**src/rtl/pingpang_pkg.sv**
```systemverilog
// Shared fill-mode encodings and small width/slice helpers for the pang shift pipeline.
// Pure declarations: no latency, no backpressure.
package pingpang_pkg;

  localparam logic [1:0] FILL_ZERO = 2'b00;
  localparam logic [1:0] FILL_ROT  = 2'b01;
  localparam logic [1:0] FILL_PREV = 2'b10;

  // Shift width and pipeline depth for a given lane count.
  function automatic int sw_of(input int lanes);
    return (lanes < 2) ? 1 : $clog2(lanes);
  endfunction

  // Bit offset of a lane inside a flat lane vector.
  function automatic int lane_lsb(input int lane, input int dw);
    return lane * dw;
  endfunction

endpackage

```
**src/rtl/pingpang_shift_pipe_if.sv**
```systemverilog
// Beat-level handshake bundle for the pang shift pipeline: input side and output side.
// Wires only: no latency; backpressure carried by in_ready/out_ready.
interface pingpang_shift_pipe_if
  import pingpang_pkg::*;
#(
  parameter int LANES = 16,
  parameter int DW    = 8,
  localparam int SW   = sw_of(LANES)
);

  logic                in_valid;
  logic                in_ready;
  logic [LANES*DW-1:0] in_data;
  logic [SW-1:0]       in_sft;
  logic [1:0]          in_mode;
  logic                out_valid;
  logic                out_ready;
  logic [LANES*DW-1:0] out_data;
  logic [SW-1:0]       out_sft;

  modport master (
    output in_valid, in_data, in_sft, in_mode, out_ready,
    input  in_ready, out_valid, out_data, out_sft
  );

  modport slave (
    input  in_valid, in_data, in_sft, in_mode, out_ready,
    output in_ready, out_valid, out_data, out_sft
  );

endinterface

```
**src/rtl/pingpang_shift_stage.sv**
```systemverilog
// One registered conditional shift-down by STEP lanes; 1 cycle latency.
// Skid-free valid/ready: loads when empty or when downstream takes the held beat.
module pingpang_shift_stage
  import pingpang_pkg::*;
#(
  parameter int LANES = 16,
  parameter int DW    = 8,
  parameter int STEP  = 1,
  localparam int SW        = sw_of(LANES),
  localparam int IN_LANES  = 2*LANES - STEP,
  localparam int OUT_LANES = 2*LANES - 2*STEP
) (
  input  logic                    clk,
  input  logic                    reset,
  input  logic                    in_vld,
  output logic                    in_rdy,
  input  logic [IN_LANES*DW-1:0]  in_w,
  input  logic [SW-1:0]           in_sft,
  output logic                    out_vld,
  input  logic                    out_rdy,
  output logic [OUT_LANES*DW-1:0] out_w,
  output logic [SW-1:0]           out_sft
);

  localparam int BIT = $clog2(STEP);

  logic [OUT_LANES*DW-1:0] nxt_w;

  // Later stages can shift by at most LANES-2*STEP more, so the top lanes are dropped here.
  always_comb begin
    nxt_w = in_w[0 +: OUT_LANES*DW];
    if (in_sft[BIT]) begin
      nxt_w = in_w[lane_lsb(STEP, DW) +: OUT_LANES*DW];
    end
  end

  assign in_rdy = !out_vld || out_rdy;

  always_ff @(posedge clk or posedge reset) begin
    if (reset) begin
      out_vld <= 1'b0;
      out_w   <= '0;
      out_sft <= '0;
    end else if (in_rdy) begin
      out_vld <= in_vld;
      if (in_vld) begin
        out_w   <= nxt_w;
        out_sft <= in_sft;
      end
    end
  end

endmodule

```
**src/rtl/pingpang_shift_pipe.sv**
```systemverilog
// Lane barrel shifter with zero/rotate/previous-beat fill; SW-cycle latency, 1 beat/clk.
// Per-stage valid/ready with bubble collapse; buffers SW beats before in_ready drops.
module pingpang_shift_pipe
  import pingpang_pkg::*;
#(
  parameter int LANES = 16,
  parameter int DW    = 8
) (
  input  logic                 clk,
  input  logic                 reset,
  pingpang_shift_pipe_if.slave bus
);

  localparam int SW = sw_of(LANES);

  // The top fill lane can never reach the output (max shift is LANES-1), so it is not kept.
  logic [(LANES-1)*DW-1:0]   prev_w;
  logic [(LANES-1)*DW-1:0]   fill_w;
  logic [(2*LANES-1)*DW-1:0] entry_w;
  logic                      accept;

  assign accept = bus.in_valid && bus.in_ready;

  always_comb begin
    fill_w = '0;
    unique case (bus.in_mode)
      FILL_ZERO: fill_w = '0;
      FILL_ROT:  fill_w = bus.in_data[0 +: (LANES-1)*DW];
      FILL_PREV: fill_w = prev_w;
      default:   fill_w = '0;
    endcase
  end

  assign entry_w = {fill_w, bus.in_data};

  always_ff @(posedge clk or posedge reset) begin
    if (reset) begin
      prev_w <= '0;
    end else if (accept) begin
      prev_w <= bus.in_data[0 +: (LANES-1)*DW];
    end
  end

  for (genvar k = 0; k < SW; k++) begin : g_stg
    localparam int STEP = 1 << k;

    logic                           src_vld;
    logic                           src_rdy;
    logic [(2*LANES-STEP)*DW-1:0]   src_w;
    logic [SW-1:0]                  src_sft;
    logic                           dst_vld;
    logic                           dst_rdy;
    logic [(2*LANES-2*STEP)*DW-1:0] dst_w;
    logic [SW-1:0]                  dst_sft;

    if (k == 0) begin : g_head
      assign src_vld = bus.in_valid;
      assign src_w   = entry_w;
      assign src_sft = bus.in_sft;
    end else begin : g_link
      assign src_vld = g_stg[k-1].dst_vld;
      assign src_w   = g_stg[k-1].dst_w;
      assign src_sft = g_stg[k-1].dst_sft;
    end

    if (k == SW-1) begin : g_tail
      assign dst_rdy = bus.out_ready;
    end else begin : g_mid
      assign dst_rdy = g_stg[k+1].src_rdy;
    end

    pingpang_shift_stage #(
      .LANES (LANES),
      .DW    (DW),
      .STEP  (STEP)
    ) u_stage (
      .clk     (clk),
      .reset   (reset),
      .in_vld  (src_vld),
      .in_rdy  (src_rdy),
      .in_w    (src_w),
      .in_sft  (src_sft),
      .out_vld (dst_vld),
      .out_rdy (dst_rdy),
      .out_w   (dst_w),
      .out_sft (dst_sft)
    );
  end

  assign bus.in_ready  = g_stg[0].src_rdy;
  assign bus.out_valid = g_stg[SW-1].dst_vld;
  assign bus.out_data  = g_stg[SW-1].dst_w;
  assign bus.out_sft   = g_stg[SW-1].dst_sft;

endmodule

```
**src/flat_wrapper.sv**
```systemverilog
// flat-port wrapper written by rule: the top's interface ports become plain ports
module pingpang_shift_pipe_flat import pingpang_pkg::*;
#(
  parameter int LANES = 16,
  parameter int DW    = 8
)
  (clk, reset, bus_in_valid, bus_in_data, bus_in_sft, bus_in_mode, bus_out_ready, bus_in_ready, bus_out_valid, bus_out_data, bus_out_sft);
  pingpang_shift_pipe_if #(.LANES(LANES), .DW(DW)) bus_i ();
  input  logic clk;
  input  logic reset;
  input wire logic [$bits(bus_i.in_valid)-1:0] bus_in_valid;
  input wire logic [$bits(bus_i.in_data)-1:0] bus_in_data;
  input wire logic [$bits(bus_i.in_sft)-1:0] bus_in_sft;
  input wire logic [$bits(bus_i.in_mode)-1:0] bus_in_mode;
  input wire logic [$bits(bus_i.out_ready)-1:0] bus_out_ready;
  output wire logic [$bits(bus_i.in_ready)-1:0] bus_in_ready;
  output wire logic [$bits(bus_i.out_valid)-1:0] bus_out_valid;
  output wire logic [$bits(bus_i.out_data)-1:0] bus_out_data;
  output wire logic [$bits(bus_i.out_sft)-1:0] bus_out_sft;
  assign bus_i.in_valid = bus_in_valid;
  assign bus_i.in_data = bus_in_data;
  assign bus_i.in_sft = bus_in_sft;
  assign bus_i.in_mode = bus_in_mode;
  assign bus_i.out_ready = bus_out_ready;
  assign bus_in_ready = bus_i.in_ready;
  assign bus_out_valid = bus_i.out_valid;
  assign bus_out_data = bus_i.out_data;
  assign bus_out_sft = bus_i.out_sft;
  pingpang_shift_pipe #(.LANES(LANES), .DW(DW)) u_core (.clk(clk), .reset(reset), .bus(bus_i));
endmodule
```
**config.mk**
```make
export PLATFORM = sky130hd
export DESIGN_NAME = pingpang_shift_pipe_flat
export DESIGN_NICKNAME = d
export VERILOG_FILES = /design/src/rtl/pingpang_pkg.sv /design/src/rtl/pingpang_shift_pipe_if.sv /design/src/rtl/pingpang_shift_stage.sv /design/src/rtl/pingpang_shift_pipe.sv /design/src/flat_wrapper.sv
export SDC_FILE = /design/constraint.sdc
export NUM_CORES = 2
export LEC_CHECK = 0
export BUFFER_PORTS_ARGS = -buffer_cell sky130_fd_sc_hd__buf_2
export CORE_MARGIN = 2
export CORE_UTILIZATION = 56
export DETAILED_ROUTE_END_ITERATION = 6
export PLACE_DENSITY = 0.74
export SLEW_MARGIN = 25
export SYNTH_ARGS = -nofsm -noshare
export SYNTH_HDL_FRONTEND = slang
export SYNTH_HIERARCHICAL = 1
export SYNTH_SLANG_ARGS = --single-unit
```
**constraint.sdc**
```tcl
create_clock -name clk -period 8.3 [get_ports clk]
set_input_delay 1.66 -clock clk [delete_from_list [all_inputs] [get_ports clk]]
set_output_delay 1.66 -clock clk [all_outputs]
set_load 0.01 [all_outputs]
```
==> results.toml <==
[yosys]
synth_cell_types = 24
synthArstFlopShare = 1.00
yosys_register_bits = 924
synth-edff-count = 0
netlist_instances = 4081
syn_avg_cell_area_sq_um = 11.9
syn_nets = 4221
syn-cell-area_sq_mm = 0.0484
ys_seq_area_frac = 0.478
ys.flop_type = "dfrtp_1"
yosys_warnings = 6

[critical_path]
critPathBufInv = 2
critical_path.most_common_cell = "nand2b_4"
worst-path-stages = 6
cpPeakStageDelay_ps = 550
critical-path-top-delay-family = "simple AND/OR/NAND/NOR gates"
reg2reg_to = "u_core/g_stg[0].u_stage/out_w[49]$_DFFE_PP0P_"
reg2reg_from = "u_core/g_stg[3].u_stage/out_vld$_DFFE_PP0P_"
cp-start-kind = "primary input"
critPathArrivalTime_ps = 3850
startpoint = "bus_out_ready"
crit_required_ps = 6640
reg2reg_setup_slack_ps = 3820
end_kind = "output port"
reg2reg_depth = 8
crit_path_end = "bus_in_ready"
criticalPathCategory = "in2out"
crit_slowest_cell = "nand2b_4"
crit_chain = "buf_2 > nand2b_4 > nand2b_4 > nand2b_4 > nand2b_4 > buf_2"
crit_fanout = 54

[worst_hold_path]
hold_path_class = "reg2reg"

[final_layout]
drive_above_1_share = 0.292
multi_input_area_sq_mm = 0.0223
fin_nets = 4240
final_area_sq_mm = 0.0523
ff_latch_area_sq_mm = 0.0231
fill_cells = 7023
mostFrequentLayoutCells = "a21oi_1, dfrtp_1, mux2i_1, a21oi_2, buf_2"
area_delta_synth_final_pct = 8.02
post-route-util = 0.612
layout_commonest_cell = "a21oi_1"

[sta]
fin_ws_ps = 2790
fmax_ghz = 0.182
relSlewSlack = 0.298
report.final.slew_viol_count = 0
setup_viol = 0
fin_crit_sh = 0.664
fin_worst_skew_ps = 15.9
finalHoldViolations = 0
finalCriticalPeriod_ps = 5510
tns_ps = 0
worst_slew_pin_slew_ps = 1050
grt_setup_unrepaired = "false"

[grt]
grt_pass1_wl_mm = 227
grt_start_max_net_pins = 194
grt_pass1_vias = 32567
gr-total-overflow = 0
grt_util_all_layers = 0.345
antenna_found_initial = 11

[routing]
via_per_inst = 6.51
wl_per_cell_um = 29.3
drtIter0Drc = 5123
ant_nets = 0
vias = 34685
drt_wl_total_mm = 156
drcViolationCount = 1
dr.pass1.iters = 7

[placement]
postPlaceCellArea_sq_mm = 0.0488
io_buffers = 271
dp_hpwl_mm = 110
post-place-ws_ps = 2590
globalplace.congestion = 0.950

[die]
initial_core_util = 0.567
dieHeight_um = 298
die_w_um = 298
die_area_sq_mm = 0.0888
core_sq_mm = 0.0854
pin_count = 272
num_rows = 107

[clocking]
cts_tree = "yes"
numCtsBuffers = 100
htreeDepth = 3
post_cts_buffers = 0
clockRootBuffer = "clkbuf_16"
cts.repair.resized = 0
path_clk_slew_ps = 60
cts_hold_buf = 0
clk_latency_ps = 670
cts_buffer_depth = 3
clock-sinks = 924

[run]
maxCapViolations = 0

[power]
totalPowerFinal_w = 0.0171
power.leakage_nw = 22.1
power.density_mw_per_mm2 = 326
ir_worst_vdd_v = 0.000199

[status]
failed_checks = "design-rule violations"
status = "finished with violations"
==> stage by stage <==
step	std cells	hold slack [ps]
detailed placement	5140	489
global placement	5140	475
global route	5330	519
CTS	5324	502
finish	5331	502
floorplan	4081	460
==> registers in the layout, summed over array words and instances, names as in the netlist <==
register,count
u_core/g_stg.u_stage/out_sft,16
u_core/g_stg.u_stage/out_vld,4
u_core/g_stg.u_stage/out_w,784
u_core/prev_w,120
==> Yosys cell counts, types with 5 or more instances <==
cell,n,area (sq um)
buf_8,16,240
mux2_2,28,315
clkbuf_1,128,480
mux2_4,104,1560
a21oi_1,988,4940
buf_6,69,777
nor2_1,120,450
nand2b_1,5,31.3
inv_1,7,26.3
buf_2,141,706
a21oi_4,130,2110
a22oi_1,120,901
buf_4,6,45.0
dfrtp_1,924,23100
buf_12,34,681
a21oi_2,450,3940
mux2i_1,784,7850
buf_1,6,22.5
clkbuf_4,7,52.6
==> worst reg2reg max path: cells and delay by family, from the launching register on <==
kind                   cells  cell delay [ps]
flip-flops                 1              400
AND/OR/NAND/NOR            4             1840
AO/OA/AOI/OAI              2              500
buffers and inverters      2             1660
==> routing by layer <==
metal  GRT usage  part of all wire  vias to the layer above
met1       0.510              0.42                    17527
met4       0.121             0.038                       12
met5           0           0.00051                        -
met3      0.0873              0.11                      262
met2       0.491              0.43                     1956
li1            -                 -                    14928
==> power breakdown <==
part	total [W]	switching, W	internal, W
Sequential	0.00711	0.00132	0.00579
Combinational	0.00535	0.00329	0.00206
Clock	0.00459	0.00186	0.00273
Total	0.0171	0.00647	0.0106
==> kinds of logic after synthesis <==
group | count (synthesis) | share of synthesized area
compound gates | 1688 | 0.246
fa+ha+maj | 2 | 0.000517
mux | 920 | 0.202
buf+inv | 414 | 0.0626
flops | 924 | 0.478
simple gates | 133 | 0.0116
==> how the worst min path moves through the flow <==
stage / start / end / cells after the start
2_1_floorplan: u_core/g_stg[2].u_stage/out_sft[0]$_DFFE_PP0P_ / u_core/g_stg[3].u_stage/out_sft[0]$_DFFE_PP0P_ / 1
3_3_place_gp: u_core/g_stg[3].u_stage/out_sft[2]$_DFFE_PP0P_ / u_core/g_stg[3].u_stage/out_sft[2]$_DFFE_PP0P_ / 1
3_5_place_dp: u_core/g_stg[3].u_stage/out_sft[2]$_DFFE_PP0P_ / u_core/g_stg[3].u_stage/out_sft[2]$_DFFE_PP0P_ / 1
4_1_cts: u_core/g_stg[3].u_stage/out_sft[2]$_DFFE_PP0P_ / u_core/g_stg[3].u_stage/out_sft[2]$_DFFE_PP0P_ / 1
5_1_grt: u_core/prev_w[104]$_DFFE_PP0P_ / u_core/prev_w[104]$_DFFE_PP0P_ / 1
6_report: u_core/g_stg[3].u_stage/out_sft[2]$_DFFE_PP0P_ / u_core/g_stg[3].u_stage/out_sft[2]$_DFFE_PP0P_ / 1
==> final cells by class <==
| type | instances | share of cell area |
|---|---|---|
| clock buffer | 159 | 0.0604 |
| inverter | 7 | 0.00100 |
| clock inverter | 25 | 0.00514 |
| sequential | 924 | 0.443 |
| antenna | 5 | 0.000239 |
| timing repair buffer | 324 | 0.0368 |
| multi-input combinational | 2743 | 0.426 |
| tap | 1144 | 0.0274 |
Power figures use the tool's default switching activity.
